File: src/rtl/cia_timer_array.sv
// rtl/cia_timer_array.sv - CIA-style array of cascadable interval timers
//
// Purpose: CHANNELS independent WIDTH-bit down-counters behind one CIA-style
//   chip-select/rs bus port, with a shared interrupt control register (ICR).
//   Each channel counts system clocks, cnt_in rising edges, or underflows of
//   the previous channel (optionally gated by the cnt_in level).
//
// Parameters:
//   CHANNELS  number of timers, 1..7
//   WIDTH     counter width, 8/16/24/32
//   ADDR_W    rs width, 2**ADDR_W > CHANNELS*8
//
// Ports:
//   clk            system clock, all state on posedge
//   res            asynchronous active-high reset
//   cs_n, rw, rs   bus strobe (active low), 1=write/0=read, register select
//   db_in, db_out  write data, registered read data
//   cnt_in         asynchronous external count pin
//   pb_out         per-channel timer outputs
//   irq_n          interrupt request, active low
//
// Register map (channel c base = c*8):
//   +0..+WIDTH/8-1  write latch byte / read counter byte
//   +4              CTRL {0, SRC[1:0], LOAD, ONESHOT, TOGGLE, PBON, START}
//   CHANNELS*8      ICR
//
// Optional build macro CIA_TMR_SNAPSHOT_EN: a read of counter byte 0 captures
//   the whole counter; reads of the upper bytes then return that capture.
module cia_timer_array #(
  parameter int CHANNELS = 2,
  parameter int WIDTH    = 16,
  parameter int ADDR_W   = 6
) (
  input  logic                clk,
  input  logic                res,
  input  logic                cs_n,
  input  logic                rw,
  input  logic [ADDR_W-1:0]   rs,
  input  logic [7:0]          db_in,
  output logic [7:0]          db_out,
  input  logic                cnt_in,
  output logic [CHANNELS-1:0] pb_out,
  output logic                irq_n
);

  localparam int NB = WIDTH / 8;
  localparam logic [ADDR_W-1:0] ICR_ADDR = ADDR_W'(CHANNELS * 8);

  // Per-channel state
  logic [WIDTH-1:0]    latch_q [CHANNELS];
  logic [WIDTH-1:0]    cnt_q   [CHANNELS];
  logic [1:0]          src_q   [CHANNELS];
  logic [CHANNELS-1:0] start_q;
  logic [CHANNELS-1:0] pbon_q;
  logic [CHANNELS-1:0] tmode_q;
  logic [CHANNELS-1:0] oneshot_q;
  logic [CHANNELS-1:0] tff_q;
  logic [CHANNELS-1:0] pulse_q;

`ifdef CIA_TMR_SNAPSHOT_EN
  logic [WIDTH-1:0]    snap_q  [CHANNELS];
`endif

  // Shared interrupt state
  logic [CHANNELS-1:0] flag_q;
  logic [CHANNELS-1:0] imr_q;

  // cnt_in synchroniser and edge detector
  logic cnt_s1, cnt_s2, cnt_s3;

  // Decoded strobes and per-channel combinational results
  logic                wr_en, rd_en;
  logic                icr_rd, icr_wr;
  logic                cnt_rise, cnt_lvl;
  logic [CHANNELS-1:0] ctrl_wr;
  logic [CHANNELS-1:0] force_ld;
  logic [CHANNELS-1:0] msb_ld;
  logic [CHANNELS-1:0] tick;
  logic [CHANNELS-1:0] uf;
  logic [WIDTH-1:0]    latch_nxt [CHANNELS];
  logic [7:0]          rd_data;

  assign wr_en    = ~cs_n & rw;
  assign rd_en    = ~cs_n & ~rw;
  assign icr_rd   = rd_en && (rs == ICR_ADDR);
  assign icr_wr   = wr_en && (rs == ICR_ADDR);
  assign cnt_rise = cnt_s2 & ~cnt_s3;
  assign cnt_lvl  = cnt_s2;

  // Channel evaluation. Channels are walked in order so the underflow of
  // channel c-1 is available to channel c in the same cycle; a full cascade
  // chain therefore resolves combinationally within one clock.
  always_comb begin
    logic prev_uf;
    logic src_act;
    prev_uf  = 1'b0;
    src_act  = 1'b0;
    ctrl_wr  = '0;
    force_ld = '0;
    msb_ld   = '0;
    tick     = '0;
    uf       = '0;
    for (int c = 0; c < CHANNELS; c++) begin
      ctrl_wr[c]  = wr_en && (rs == ADDR_W'(c * 8 + 4));
      force_ld[c] = ctrl_wr[c] && db_in[4];
      // Top latch byte written while stopped also primes the counter.
      msb_ld[c]   = wr_en && (rs == ADDR_W'(c * 8 + NB - 1)) && !start_q[c];

      latch_nxt[c] = latch_q[c];
      for (int k = 0; k < NB; k++) begin
        if (wr_en && (rs == ADDR_W'(c * 8 + k))) begin
          latch_nxt[c][8*k +: 8] = db_in;
        end
      end

      // Channel 0 has no predecessor: cascade sources fall back to the
      // plain clock / cnt_in edge sources.
      case (src_q[c])
        2'b00:   src_act = 1'b1;
        2'b01:   src_act = cnt_rise;
        2'b10:   src_act = (c == 0) ? 1'b1 : prev_uf;
        default: src_act = (c == 0) ? cnt_rise : (prev_uf & cnt_lvl);
      endcase

      tick[c] = start_q[c] && src_act;
      // A force load on this edge wins over the tick entirely.
      uf[c]   = tick[c] && (cnt_q[c] == '0) && !force_ld[c];
      prev_uf = uf[c];
    end
  end

  // Read data mux, sampled into db_out on the read edge.
  always_comb begin
    rd_data = '0;
    for (int c = 0; c < CHANNELS; c++) begin
      for (int k = 0; k < NB; k++) begin
        if (rs == ADDR_W'(c * 8 + k)) begin
`ifdef CIA_TMR_SNAPSHOT_EN
          rd_data = (k == 0) ? cnt_q[c][7:0] : snap_q[c][8*k +: 8];
`else
          rd_data = cnt_q[c][8*k +: 8];
`endif
        end
      end
      if (rs == ADDR_W'(c * 8 + 4)) begin
        rd_data = {1'b0, src_q[c], 1'b0, oneshot_q[c], tmode_q[c],
                   pbon_q[c], start_q[c]};
      end
    end
    if (rs == ICR_ADDR) begin
      rd_data[7]            = ~irq_n;
      rd_data[CHANNELS-1:0] = flag_q;
    end
  end

  always_ff @(posedge clk or posedge res) begin
    if (res) begin
      for (int c = 0; c < CHANNELS; c++) begin
        latch_q[c] <= '1;
        cnt_q[c]   <= '0;
        src_q[c]   <= '0;
`ifdef CIA_TMR_SNAPSHOT_EN
        snap_q[c]  <= '0;
`endif
      end
      start_q   <= '0;
      pbon_q    <= '0;
      tmode_q   <= '0;
      oneshot_q <= '0;
      tff_q     <= '0;
      pulse_q   <= '0;
      flag_q    <= '0;
      imr_q     <= '0;
      cnt_s1    <= 1'b0;
      cnt_s2    <= 1'b0;
      cnt_s3    <= 1'b0;
      db_out    <= '0;
      irq_n     <= 1'b1;
    end else begin
      cnt_s1  <= cnt_in;
      cnt_s2  <= cnt_s1;
      cnt_s3  <= cnt_s2;
      pulse_q <= uf;

      for (int c = 0; c < CHANNELS; c++) begin
        latch_q[c] <= latch_nxt[c];

        // Later assignments below take priority: force load > top-byte
        // prime > underflow reload / decrement.
        if (uf[c]) begin
          cnt_q[c] <= latch_q[c];
          tff_q[c] <= ~tff_q[c];
          if (oneshot_q[c]) begin
            start_q[c] <= 1'b0;
          end
        end else if (tick[c]) begin
          cnt_q[c] <= cnt_q[c] - WIDTH'(1);
        end

        if (msb_ld[c]) begin
          cnt_q[c] <= latch_nxt[c];
        end
        if (force_ld[c]) begin
          cnt_q[c] <= latch_q[c];
        end

        if (ctrl_wr[c]) begin
          start_q[c]   <= db_in[0];
          pbon_q[c]    <= db_in[1];
          tmode_q[c]   <= db_in[2];
          oneshot_q[c] <= db_in[3];
          src_q[c]     <= db_in[6:5];
          // Starting a stopped timer always begins the toggle output high.
          if (!start_q[c] && db_in[0]) begin
            tff_q[c] <= 1'b1;
          end
        end

`ifdef CIA_TMR_SNAPSHOT_EN
        if (rd_en && (rs == ADDR_W'(c * 8))) begin
          snap_q[c] <= cnt_q[c];
        end
`endif
      end

      // An ICR read clears every flag, but an underflow on that same edge
      // re-sets its flag so the event is not lost.
      if (icr_rd) begin
        flag_q <= uf;
        irq_n  <= 1'b1;
      end else begin
        flag_q <= flag_q | uf;
        if (|(flag_q & imr_q)) begin
          irq_n <= 1'b0;
        end
      end

      if (icr_wr) begin
        if (db_in[7]) begin
          imr_q <= imr_q | db_in[CHANNELS-1:0];
        end else begin
          imr_q <= imr_q & ~db_in[CHANNELS-1:0];
        end
      end

      db_out <= rd_en ? rd_data : 8'h00;
    end
  end

  // Timer outputs: toggle flop or one-clock underflow pulse, gated by PBON.
  always_comb begin
    pb_out = '0;
    for (int c = 0; c < CHANNELS; c++) begin
      pb_out[c] = pbon_q[c] & (tmode_q[c] ? tff_q[c] : pulse_q[c]);
    end
  end

endmodule

File: config.mk
export PLATFORM = sky130hd
export DESIGN_NAME = cia_timer_array
export DESIGN_NICKNAME = d
export VERILOG_FILES = /design/src/rtl/cia_timer_array.sv
export SDC_FILE = /design/constraint.sdc
export NUM_CORES = 1
export LEC_CHECK = 0
export CORE_UTILIZATION = 25
export CTS_CLUSTER_DIAMETER = 80
export CTS_CLUSTER_SIZE = 40
export DETAILED_ROUTE_END_ITERATION = 12
export PLACE_DENSITY_LB_ADDON = 0.08
export SYNTH_ARGS = -nofsm -noshare
export SYNTH_HDL_FRONTEND = slang
export SYNTH_SLANG_ARGS = --single-unit
export TNS_END_PERCENT = 20
File: constraint.sdc
create_clock -name clk -period 3 [get_ports clk]
set_clock_uncertainty 0.15 [all_clocks]
set_input_delay 0.45 -clock clk [delete_from_list [all_inputs] [get_ports clk]]
set_output_delay 0.45 -clock clk [all_outputs]
set_load 0.03 [all_outputs]
### Yosys cells after proc, flatten, opt, wreduce, memory -nomap -nowiden

Index checks and enable logic that the tools add are counted.

| storage, ports and cells | value |
|---|---|
| logic and storage cells | 132 |
| output and inout bits | 11 |
| bits of input ports | 19 |
| bits in registers | 96 |

| cells by class | value |
|---|---|
| equal/unequal tests | 9 |
| bitwise operators | 17 |
| $add $sub $neg | 2 |
| mux-type cells | 41 |
| reductions and logical operators | 40 |

Operator list:

| kind | count |
|---|---|
| two-way mux 16 bit | 8 |
| two-way mux 8 bit | 11 |
| logical NOT 16 bit | 2 |
| subtractor 16 x 1 -> 16 bit, second input constant | 2 |
| logical AND 1 bit | 20 |
| == test 6 x 4 -> 1 bit, second input constant | 3 |
| two-way mux 1 bit | 18 |
| nonzero test 2 bit | 5 |
| nonzero test 4 bit | 2 |
| bitwise AND 1 bit | 6 |
| == test 6 x 1 -> 1 bit, second input constant | 1 |
| == test 6 x 3 -> 1 bit, second input constant | 1 |
| == test 6 x 5 -> 1 bit, second input constant | 1 |
| logical NOT 6 bit | 1 |
| two-way mux 2 bit | 3 |
| inverter 1 bit | 6 |
| bitwise AND 2 bit | 2 |
| == test 2 bit, second input constant | 2 |
| logical NOT 1 bit | 4 |
| logical NOT 2 bit | 2 |
| bitwise OR 2 bit | 2 |
| AND reduction 2 bit | 2 |
| OR reduction 2 bit | 2 |
| case mux 1 bit (3 select lines) | 1 |
| other kinds (2) | 2 |

### Logic depth before layout (Yosys ltp)

| depth | value |
|---|---|
| depth in word-level cells | 14 |
| gate-level depth with buffers | 10 |
| depth with buffers taken out | 9 |

### Worst setup path after synthesis

Ideal clock, no wire load.

| path | value |
|---|---|
| kind | register to register |
| from | reg cnt_q[16] in the netlist's numbering |
| to | reg cnt_q[2] in the netlist's numbering |
| setup time | 0.124 ns |
| cell stages (with the launch flop) | 11 |
| clock period less this slack | 2.623 ns |
| required time | 2.726 ns |
| path slack | 0.377 ns |
| arrival time | 2.349 ns |
| path buffers | 1 |
| path through | dfrtp_1 > inv_1 > ha_1 > or4b_4 > a2111oi_4 > and4_4 > a21oi_2 > or2_1 > buf_6 > o211ai_2 > a21oi_1 |

| on the way | value |
|---|---|
| cells in the longest elaborated chain, start to end | 11 |
| elaborated cells on any way between the ends | 12 |
| classes of those cells | mux: 4; bitwise: 1; reduce/logical: 7 |

Ends and longest elaborated chain:

| element | line | source |
|---|---|---|
| from (decl) | 51 | `logic [WIDTH-1:0] cnt_q [CHANNELS];` |
| from (signal, indexed assignment) | 191 | `cnt_q[c] <= latch_q[c];` |
| from (signal, indexed assignment) | 197 | `cnt_q[c] <= cnt_q[c] - WIDTH'(1);` |
| from (signal, indexed assignment) | 201 | `cnt_q[c] <= latch_nxt[c];` |
| logical NOT 16 bit * | 127 | `uf[c] = tick[c] && (cnt_q[c] == '0) && !force_ld[c];` |
| logical AND 1 bit * (2 in a row) | 127 |  |
| bitwise AND 1 bit | 122 | `default: src_act = (c == 0) ? cnt_rise : (prev_uf & cnt_lvl);` |
| case mux 1 bit (3 select lines) * | 118 | `case (src_q[c])` |
| logical AND 1 bit * | 125 | `tick[c] = start_q[c] && src_act;` |
| logical AND 1 bit (2 in a row) | 127 |  |
| two-way mux 16 bit | 190 | `if (uf[c]) begin` |
| two-way mux 16 bit | 200 | `if (msb_ld[c]) begin` |
| two-way mux 16 bit | 203 | `if (force_ld[c]) begin` |

Every way passes the cells marked *; elsewhere a longest branch is shown, timed or not.
A chain may end at the register's enable or synchronous reset.

### Worst setup path after layout

| path | value |
|---|---|
| from | reg cnt_q[16] in the netlist's numbering |
| to | reg cnt_q[12] in the netlist's numbering |

The elaborated chain is that of the path after synthesis.

==> summary.txt <==
Max VDD drop: 0.2932 mV
FILL cells: 2284
post-detail-place hpwl: 16430 um
GR Util All Layers: 0.1981
Crit Path Max Fanout: 8
final wirelength: 21320 um
Starting Density: 0.2541
per-cell routed wire length: 21.23 um
post-place setup slack: -0.3579 ns
total number of vias: 5156
Buffers & Inverters on Critical Path: 4
max_cap viols: 0
Yosys reg bits: 96
Cell Area, Placed: 0.007067 mm^2
CTS root buffer: clkbuf_16
Reg2Reg Setup Slack: 0.003 ns
Post-synth EDFFs: 0
Slew HR: 0.5178
clock slew at reported path FFs: 0.07 ns
Synth area leader: dfrtp_1
Vias/cell: 5.135
Post-Syn Instances: 575
Hold Path Sink: cnt_lvl
critical path type: flip-flop to flip-flop
achievable frequency: 0.3337 GHz
Gate power share: 0.330
Core Footprint: 0.02176 mm^2
Core Rows: 54
Synth area leaders: dfrtp_1 (29%), dfstp_2 (16%), mux2_2 (8.6%)
Syn Nets: 597
drt initial violations: 304
area share of the largest cell type after synthesis: 0.2852
CP startpoint kind: flip-flop
post-synthesis sequential area ratio: 0.4421
PwrDens: 602.0 mW/mm^2
hold slack final: 0.1997 ns
Cell Chain, Critical Path: inv_1 -> ha_1 -> or4b_4 -> a2111oi_4 -> and4_4 -> buf_4 -> a21oi_2 -> buf_6 -> or2_4 -> buf_12 -> a21oi_2 -> o21ai_1
CP delay by family, top: simple AND/OR/NAND/NOR gates
CTS buffer count: 9
Largest stage delay, worst path: 0.48 ns
worst hold start: cnt_s1
Worst R2R Path Depth: 12
final net count: 741
Worst-Skew Late Latency: 0.36 ns
Pleak: 3.029 nW
status: finished, final reports clean
drt first pass iters: 5
IO Pins: 30
Hold Vio Cnt, Final: 0
RD Place Congestion: 0.8849
Synth Area per Inst: 9.614 um^2
Int Pwr: 2.929 mW
max-slew violations: 0
initial antenna violation count: 0
Worst EP arrival: 3.09 ns
Detail Route Antenna Nets: 0
Worst Setup End Kind: flip-flop
final setup fails: 0
total gr overflow: 0
layout cells sized above 1: 0.3494
TritonCTS Sinks: 96
CTS Buffer Depth: 2
Synth cell types: 72
largest net degree at the start of global routing: 39
top cells by count, synth: dfrtp_1 (63), nand2_1 (61), mux2_2 (42), nor2_1 (41), o21ai_0 (40)
Clk pwr share: 0.273
Flop pwr share: 0.398
min-delay worst type: flip-flop to flip-flop
first-pass GRT wire length: 32490 um
Min-Delay Path Depth: 0
DRC errors left: 0
min cycle time layout: 2.997 ns
die area: 0.02271 mm^2
Synth async-reset ratio: 1.000
top_reg_cell synth: dfrtp_1
die height: 150.7 um
switching pwr: 1.530 mW
warnings from Yosys: 0
RSZ-0062 raised after global routing: true
CTS H-Tree Depth: 3
Die X: 150.7 um
vias in the first global route: 5180
antenna cells: 0
actual slew at the worst max-slew pin: 0.7178 ns
switching share of power: 0.3431
Area Overhead vs Synth: 34.00%
most numerous cell in the Yosys netlist: dfrtp_1
Mapped Area: 0.005528 mm^2
IO buf count: 29
Worst R2R End: cnt_q[12]
CP required: 3.09 ns
post-route cell area: 0.007407 mm^2
Critical Path Most Common Cell: a21oi_2
CTS tree: done
final worst-path cycle share: 0.9989
crit path max-delay cell type: or4b_4
worst setup slack after layout: 0.003435 ns
reg-to-reg startpoint: cnt_q[16]
## registers in the layout, summed over array words and instances (netlist names), named ones only
name,count
tff_q,2
cnt_s1,1
cnt_lvl,1
src_q,4
flag_q,2
latch_q,32
cnt_s3,1
pulse_q,2
tmode_q,2
irq_n,1
start_q,2
db_out,8
pbon_q,2
oneshot_q,2
cnt_q,32
## area by class of cell
cell class                      count  area, um^2  share of cell area
Clock buffer                       10       239.0             0.03226
Clock inverter                      6       67.56            0.009122
Inverter                           12       48.80            0.006588
Multi-Input combinational cell    441        2950              0.3983
Sequential cell                    96        2444              0.3299
Tap cell                          280       350.3             0.04730
Timing Repair Buffer              159        1308              0.1765
## through the flow
stage | power (mW) | setup TNS (ns) | std cells | util
finish | 4.459 | 0 | 1004 | 0.3405
global route | 4.723 | -0.7680 | 1004 | 0.3405
CTS | 4.492 | 0 | 1004 | 0.3398
detailed placement | 3.251 | -4.931 | 987 | 0.3248
global placement | 3.246 | -3.822 | 987 | 0.3248
floorplan | 2.578 | 0 | 575 | -
## layer usage
metal	track usage	up-vias	part of all wire	wire [um]
met4	0.04750	0	0.014	304
met3	0.02758	17	0.035	750
met1	0.2921	2609	0.50	10760
li1	-	2417	-	-
met5	0	-	0	0
met2	0.3023	113	0.45	9500
## placed cells by master (no fill, tap or decap), types with 4 or more instances in the layout
cell	count
buf_4	126
mux2_2	42
xnor2_1	19
nand2_1	60
o221ai_1	6
a211oi_1	7
dfstp_2	33
a22oi_1	13
a21oi_1	35
dfrtp_1	63
inv_1	11
nor2_1	39
a2bb2oi_1	5
or4_1	6
nor2b_1	7
nor3_1	14
o21ai_0	39
nor2_2	4
or2_2	4
xor2_1	7
o21ai_1	9
nand2b_1	5
clkdlybuf4s50_1	29
or3_1	6
o22ai_1	14
nand3_1	16
clkbuf_16	9
nor4_1	9
nand3b_1	4
## power by group through the flow
stage / logic, mW / registers (mW) / clock network [mW]
5_1_grt: 1.62 / 1.80 / 1.30
4_1_cts: 1.47 / 1.77 / 1.25
3_3_place_gp: 1.45 / 1.79 / 0
6_report: 1.47 / 1.77 / 1.22
2_1_floorplan: 0.807 / 1.77 / 0
3_5_place_dp: 1.46 / 1.79 / 0
## worst reg2reg max path, cell delays in order, from the launching register on
cell	delay (ns)
dfrtp_1	0.38
inv_1	0.09
ha_1	0.17
or4b_4	0.48
a2111oi_4	0.28
and4_4	0.30
buf_4	0.13
a21oi_2	0.06
buf_6	0.17
or2_4	0.28
buf_12	0.14
a21oi_2	0.17
o21ai_1	0.09
## logic make-up (layout without fill, tap and decap cells)
logic type / after synthesis / after routing / synth area share
compound gates: 172 / 172 / 0.2110
xor+xnor: 26 / 26 / 0.04120
fa+ha+maj: 3 / 3 / 0.006791
buf+inv: 38 / 187 / 0.02829
flops: 96 / 96 / 0.4421
mux: 45 / 45 / 0.09099
simple gates: 195 / 195 / 0.1797
## how the worst max path moves through the flow
| stage | start | to | slack [ns] | depth (start not counted) |
|---|---|---|---|---|
| 2_1_floorplan | cnt_q[16] | cnt_q[2] | 0.38 | 10 |
| 3_3_place_gp | rs[1] | cnt_q[9] | -0.23 | 9 |
| 3_5_place_dp | rs[1] | cnt_q[11] | -0.36 | 9 |
| 4_1_cts | cnt_q[16] | cnt_q[12] | 0.03 | 12 |
| 5_1_grt | cnt_q[16] | cnt_q[12] | -0.11 | 12 |
| 6_report | cnt_q[16] | cnt_q[12] | 0.003 | 12 |
## repair_timing
item	in CTS	in global routing
pin swaps	2	3
cloned	0	0
setup endpoints to repair	11	19
hold buffers	0	0
resized for setup	3	5
setup buffers	1	0
No activity file was read; power rests on OpenSTA's default activity.
